`src/rtl/if_fetch_pkg.sv`:
```
//------------------------------------------------------------------------------
// Module  : if_fetch_pkg
// Brief   : Shared types, constants and state encodings for the fetch stage.
// Revision: 1.0 - initial release
//------------------------------------------------------------------------------
`default_nettype none

package if_fetch_pkg;

    typedef logic [63:0] InstAddrBus;
    typedef logic [31:0] InstBus;

    localparam logic       RstEnable            = 1'b1;
    localparam InstAddrBus ZeroWord             = 64'h0;
    localparam InstBus     InstZeroWord         = 32'h0;
    localparam InstAddrBus DEFAULT_RESET_VECTOR = 64'h0;

    typedef enum logic [1:0] {
        S_RST  = 2'd0,
        S_REQ  = 2'd1,
        S_HOLD = 2'd2
    } fetch_state_e;

    // Redirect targets are always word aligned before they reach the pc.
    function automatic InstAddrBus align_pc(input InstAddrBus target);
        return {target[63:2], 2'b00};
    endfunction

endpackage

`default_nettype wire

```
`src/rtl/if_fetch_inst_hold_buf.sv`:
```
//------------------------------------------------------------------------------
// Module  : if_fetch_inst_hold_buf
// Brief   : Registered pc/instruction pair with load and invalidate.
// Revision: 1.0 - initial release
//------------------------------------------------------------------------------
`default_nettype none

module if_fetch_inst_hold_buf
    import if_fetch_pkg::*;
(
    input  logic        clk,
    input  logic        rst,
    input  logic        i_load,
    input  logic        i_invalidate,
    input  logic [63:0] i_pc,
    input  logic [31:0] i_inst,
    output logic        o_valid,
    output logic [63:0] o_pc,
    output logic [31:0] o_inst
);

    logic        r_valid;
    logic [63:0] r_pc;
    logic [31:0] r_inst;

    always_ff @(posedge clk) begin
        if (rst == RstEnable || i_invalidate) begin
            r_valid <= 1'b0;
            r_pc    <= ZeroWord;
            r_inst  <= InstZeroWord;
        end else if (i_load) begin
            r_valid <= 1'b1;
            r_pc    <= i_pc;
            r_inst  <= i_inst;
        end
    end

    assign o_valid = r_valid;
    assign o_pc    = r_pc;
    assign o_inst  = r_inst;

endmodule

`default_nettype wire

```
`src/rtl/if_fetch.sv`:
```
//------------------------------------------------------------------------------
// Module  : if_fetch
// Brief   : Instruction fetch stage: pc register, request FSM and stall buffer.
// Revision: 1.0 - initial release
//------------------------------------------------------------------------------
`default_nettype none

module if_fetch
    import if_fetch_pkg::*;
#(
    parameter InstAddrBus RESET_VECTOR = DEFAULT_RESET_VECTOR
) (
    input  logic        clk,
    input  logic        rst,
    input  logic        stall,
    input  logic        flush,
    input  logic [63:0] new_pc,
    input  logic        branch_flag,
    input  logic [63:0] branch_target,
    output logic        rom_ce,
    output logic [63:0] rom_addr,
    input  logic [31:0] rom_data,
    input  logic        rom_ready,
    output logic [63:0] if_pc,
    output logic [31:0] if_inst,
    output logic        if_valid,
    output logic        fetch_stall_req
);

    fetch_state_e r_state;
    fetch_state_e w_state_d;
    logic [63:0]  r_pc;
    logic [63:0]  w_pc_d;

    logic         w_buf_load;
    logic         w_buf_inv;
    logic         w_buf_valid;
    logic [63:0]  w_buf_pc;
    logic [31:0]  w_buf_inst;

    logic         w_present;
    logic [63:0]  w_pres_pc;
    logic [31:0]  w_pres_inst;
    logic         w_rom_ce;
    logic         w_fsr;

    always_ff @(posedge clk) begin
        if (rst == RstEnable) begin
            r_state <= S_RST;
            r_pc    <= RESET_VECTOR;
        end else begin
            r_state <= w_state_d;
            r_pc    <= w_pc_d;
        end
    end

    always_comb begin
        w_state_d   = r_state;
        w_pc_d      = r_pc;
        w_buf_load  = 1'b0;
        w_buf_inv   = 1'b0;
        w_present   = 1'b0;
        w_pres_pc   = ZeroWord;
        w_pres_inst = InstZeroWord;
        w_rom_ce    = 1'b0;
        w_fsr       = 1'b0;

        case (r_state)
            S_RST: begin
                w_state_d = S_REQ;
                w_pc_d    = RESET_VECTOR;
            end
            S_REQ: begin
                w_rom_ce = 1'b1;
                w_fsr    = ~rom_ready;
                if (rom_ready) begin
                    w_present   = 1'b1;
                    w_pres_pc   = r_pc;
                    w_pres_inst = rom_data;
                    if (stall) begin
                        w_buf_load = 1'b1;
                        w_state_d  = S_HOLD;
                    end else begin
                        w_pc_d = r_pc + 64'd4;
                    end
                end
            end
            S_HOLD: begin
                w_present   = w_buf_valid;
                w_pres_pc   = w_buf_pc;
                w_pres_inst = w_buf_inst;
                if (!stall) begin
                    w_pc_d    = w_buf_pc + 64'd4;
                    w_state_d = S_REQ;
                    w_buf_inv = 1'b1;
                end
            end
            default: begin
                w_state_d = S_RST;
            end
        endcase

        // Redirects override everything except the post-reset idle cycle;
        // an outstanding request is simply abandoned by the new rom_addr.
        if (r_state != S_RST && (flush || branch_flag)) begin
            w_pc_d     = align_pc(flush ? new_pc : branch_target);
            w_state_d  = S_REQ;
            w_buf_load = 1'b0;
            w_buf_inv  = 1'b1;
            w_present  = 1'b0;
        end
    end

    if_fetch_inst_hold_buf u_hold_buf (
        .clk          (clk),
        .rst          (rst),
        .i_load       (w_buf_load),
        .i_invalidate (w_buf_inv),
        .i_pc         (r_pc),
        .i_inst       (rom_data),
        .o_valid      (w_buf_valid),
        .o_pc         (w_buf_pc),
        .o_inst       (w_buf_inst)
    );

    // While rst is high the stage looks exactly like the idle post-reset cycle.
    assign rom_ce          = (rst == RstEnable) ? 1'b0 : w_rom_ce;
    assign rom_addr        = (rst == RstEnable) ? RESET_VECTOR : r_pc;
    assign if_valid        = (rst == RstEnable) ? 1'b0 : w_present;
    assign if_pc           = if_valid ? w_pres_pc : ZeroWord;
    assign if_inst         = if_valid ? w_pres_inst : InstZeroWord;
    assign fetch_stall_req = (rst == RstEnable) ? 1'b0 : w_fsr;

endmodule

`default_nettype wire

```
`config.mk`:
```
export PLATFORM = sky130hd
export DESIGN_NAME = if_fetch
export DESIGN_NICKNAME = d
export VERILOG_FILES = /design/src/rtl/if_fetch_pkg.sv /design/src/rtl/if_fetch_inst_hold_buf.sv /design/src/rtl/if_fetch.sv
export SDC_FILE = /design/constraint.sdc
export NUM_CORES = 1
export LEC_CHECK = 0
export CORE_MARGIN = 3
export CORE_UTILIZATION = 49
export CTS_BUF_LIST = sky130_fd_sc_hd__clkbuf_8 sky130_fd_sc_hd__clkbuf_16
export DETAILED_ROUTE_END_ITERATION = 8
export HOLD_SLACK_MARGIN = 0.03
export PLACE_DENSITY = 0.92
export SLEW_MARGIN = 30
export SYNTH_ARGS = -nofsm -noshare
export SYNTH_HDL_FRONTEND = slang
export SYNTH_SLANG_ARGS = --single-unit
```
`constraint.sdc`:
```
create_clock -name clk -period 4.11 [get_ports clk]
set_input_delay 0.6165 -clock clk [delete_from_list [all_inputs] [get_ports clk]]
set_output_delay 0.6165 -clock clk [all_outputs]
set_load 0.02 [all_outputs]
```
==> out/qor.txt <==
core area -> 22,160 sq um
cells resized by post-CTS repair -> 0
post-synthesis mux area share -> 0.1111
Synth Area in Compound Gates -> 0.2190
fillers -> 1,787
number of global-route vias before repair -> 12.81k
CP required -> 4.45 ns
Arrival @ worst endpoint -> 3.96 ns
Starting Density -> 0.5057
Std-Cell Rows -> 54
Syn Nets -> 1,711
Die Y -> 157.2 microns
Synth Area in Adders -> 0.006699
XOR/XNOR Fraction of Synth Area -> 0.04142
Tightest Pin Transition -> 0.7424 ns
Clock Skew -> 0.01258 ns
Netlist Area Pre-Place -> 11,210 sq um
clk buf depth -> 2
# clock sinks -> 163
Post-Synthesis Cells -> 1,539
RSZ-0062 raised after global routing -> no
area grow syn2layout -> 36.22%
CP endpoint kind -> flip-flop
number of remaining DRC errors -> 0
# H-tree levels -> 4
DR iter-0 viols -> 1,391
GRT Overall Usage -> 0.3279
GRT Residual Overflow -> 0
Yosys Warn Count -> 0
clock transition at the registers of the reported paths -> 0.07 ns
EDFF count, synth -> 0
syn_area_per_cell -> 7.282 sq um
outcome -> complete, no violations
Vias/cell -> 6.214
die area -> 24,720 sq um
WL/cell -> 20.22 microns
slew margin rel. -> 0.5010
P_leak -> 0.004990 uW
setup TNS -> 0 ns
crit path max fanout -> 39
Clk Latency, worst-skew pair -> 0.44 ns
area of the multi-input gates -> 7435 sq um
first-pass GRT wire length -> 65,720 microns
via count -> 12.96k
layout cells sized above 1 -> 0.06870
CTS tree -> built
Register Area -> 3263 sq um
Top FF cell, synth -> dfxtp_1
Simple-Gate Fraction of Synth Area -> 0.2777
Final min period -> 3.615 ns
root buffer cell -> clkbuf_16
initial antenna violation count -> 0
CP startpoint kind -> flip-flop
largest net degree at the start of global routing -> 81
Layout Nets -> 1,964
commonest cells after routing, fill and taps aside -> 322 x clkdlybuf4s50_1, 238 x nand2_1, 183 x a21oi_1, 178 x nor2_1, 163 x dfxtp_1
Slew Viols, Final -> 0
CTS Hold Bufs -> 0
DRT Pass-1 Iters -> 6
Antenna diodes -> 0
commonest non-fill, non-tap cell in the layout -> clkdlybuf4s50_1
Power Dens Cells -> 350.5 nW/um^2
final hold vios -> 0
maximum VDD drop -> 0.2573 mV
final setup fails -> 0
Fmax -> 276.6 MHz
asr flop ratio synth -> 0
WL final -> 42,150 microns
hpwl dp -> 29,560 microns
Hold Path Class -> flip-flop to flip-flop
num ports -> 329
CP Class -> flip-flop to flip-flop
# port buffers -> 324
Die W -> 157.2 microns
TritonCTS buffer count -> 17
antenna viol nets, final -> 0
GP Congestion -> 0.9309
final core occ -> 0.6889
register area share after synthesis -> 0.2912
Yosys cell types -> 62
maximum capacitance violations -> 0
#FFs+latches synth -> 163
Tcrit/Tclk final -> 0.8795
postcts setup bufs -> 0
largest family of logic cells by synthesized area -> simple AND/OR/NAND/NOR gates
[sequential cells by signal, summed over array words and instances, names as in the netlist]
name                flops
r_state                 2
r_pc                   64
u_hold_buf.o_valid      1
u_hold_buf.o_pc        64
u_hold_buf.o_inst      32
[metal layers]
| metal | track usage | part of all wire | vias up |
|---|---|---|---|
| met5 | 0 | 0 | - |
| met4 | 0.1298 | 0.033 | 0 |
| met3 | 0.07506 | 0.12 | 135 |
| met2 | 0.5519 | 0.47 | 885 |
| met1 | 0.4073 | 0.38 | 5968 |
| li1 | - | - | 5969 |
[worst paths after layout]
check	slack [ns]	end	cells past startpoint	from
setup reg to reg	0.50	r_pc[59]$_SDFFE_PP0P_	10	r_state[0]$_SDFFE_PP0P_
hold reg to reg	0.46	u_hold_buf.o_inst[11]$_SDFFE_PP0P_	2	u_hold_buf.o_inst[11]$_SDFFE_PP0P_
hold / removal	0.46	u_hold_buf.o_inst[11]$_SDFFE_PP0P_	2	u_hold_buf.o_inst[11]$_SDFFE_PP0P_
setup / recovery	0.50	r_pc[59]$_SDFFE_PP0P_	10	r_state[0]$_SDFFE_PP0P_
[Yosys cell counts (7+ instances only)]
cell,number,area (sq um)
o221ai_1,8,70.07
buf_1,21,78.83
o22a_1,9,78.83
nand3_1,37,185.2
nand3b_1,14,105.1
o21ai_0,42,210.2
a31oi_1,14,87.58
a22oi_1,98,735.7
a211oi_1,9,67.56
nand2_1,238,893.4
xor2_1,26,227.7
nand4b_1,9,78.83
nand4_1,29,181.4
nor2_1,182,683.2
and3_1,10,62.56
xnor2_1,27,236.5
mux2i_1,103,1031
nor3_1,27,135.1
dfxtp_1,163,3263
clkbuf_1,90,337.8
buf_2,15,75.07
or3_1,7,43.79
nor2b_1,66,412.9
a21oi_1,183,915.9
inv_1,11,41.29
mux2_2,19,214.0
[per-stage QoR]
step | total power [uW] | instance area [sq um] | std cells | setup slack, ns | hold slack (ns)
CTS | 5318 | 15270 | 2085 | 0.5349 | 0.4583
finish | 5350 | 15270 | 2085 | 0.4951 | 0.4582
detailed placement | 3801 | 14710 | 2053 | 0.5858 | 0.4489
floorplan | 3063 | 11210 | 1539 | 0.4068 | 0.4368
global placement | 3743 | 14710 | 2053 | 0.6918 | 0.4423
global route | 5589 | 15270 | 2085 | 0.2255 | 0.4719
[cells by family after synthesis]
kind of cell             count (synthesis)
AO/OA/AOI/OAI                          393
flip-flops                             163
multiplexers                           122
XOR/XNOR                                53
buffers and inverters                  144
AND/OR/NAND/NOR                        658
adder cells (fa/ha/maj)                  6
[power breakdown]
group	total, uW	internal, uW	switching, uW
Combinational	1810	769	1050
Clock	1530	814	720
Sequential	2000	1750	255
Total	5350	3330	2020
[layout make-up]
cell class                 count  area share
clock buffer                  19     0.02967
clock inverter                13    0.006557
inverter                      11    0.002705
multi-input combinational   1232      0.4870
sequential                   163      0.2138
tap                          280     0.02295
timing repair buffer         367      0.2374
[worst max-delay path: stages, from the launching register on]
cell	delay, ns
dfxtp_1	0.33
inv_1	0.15
ha_4	0.52
buf_4	0.47
nand3_1	0.17
a22oi_2	0.31
nand4_1	0.29
nor4_2	0.70
and3_1	0.26
o21ai_1	0.06
a211oi_1	0.23
No activity file was read; power rests on OpenSTA's default activity.
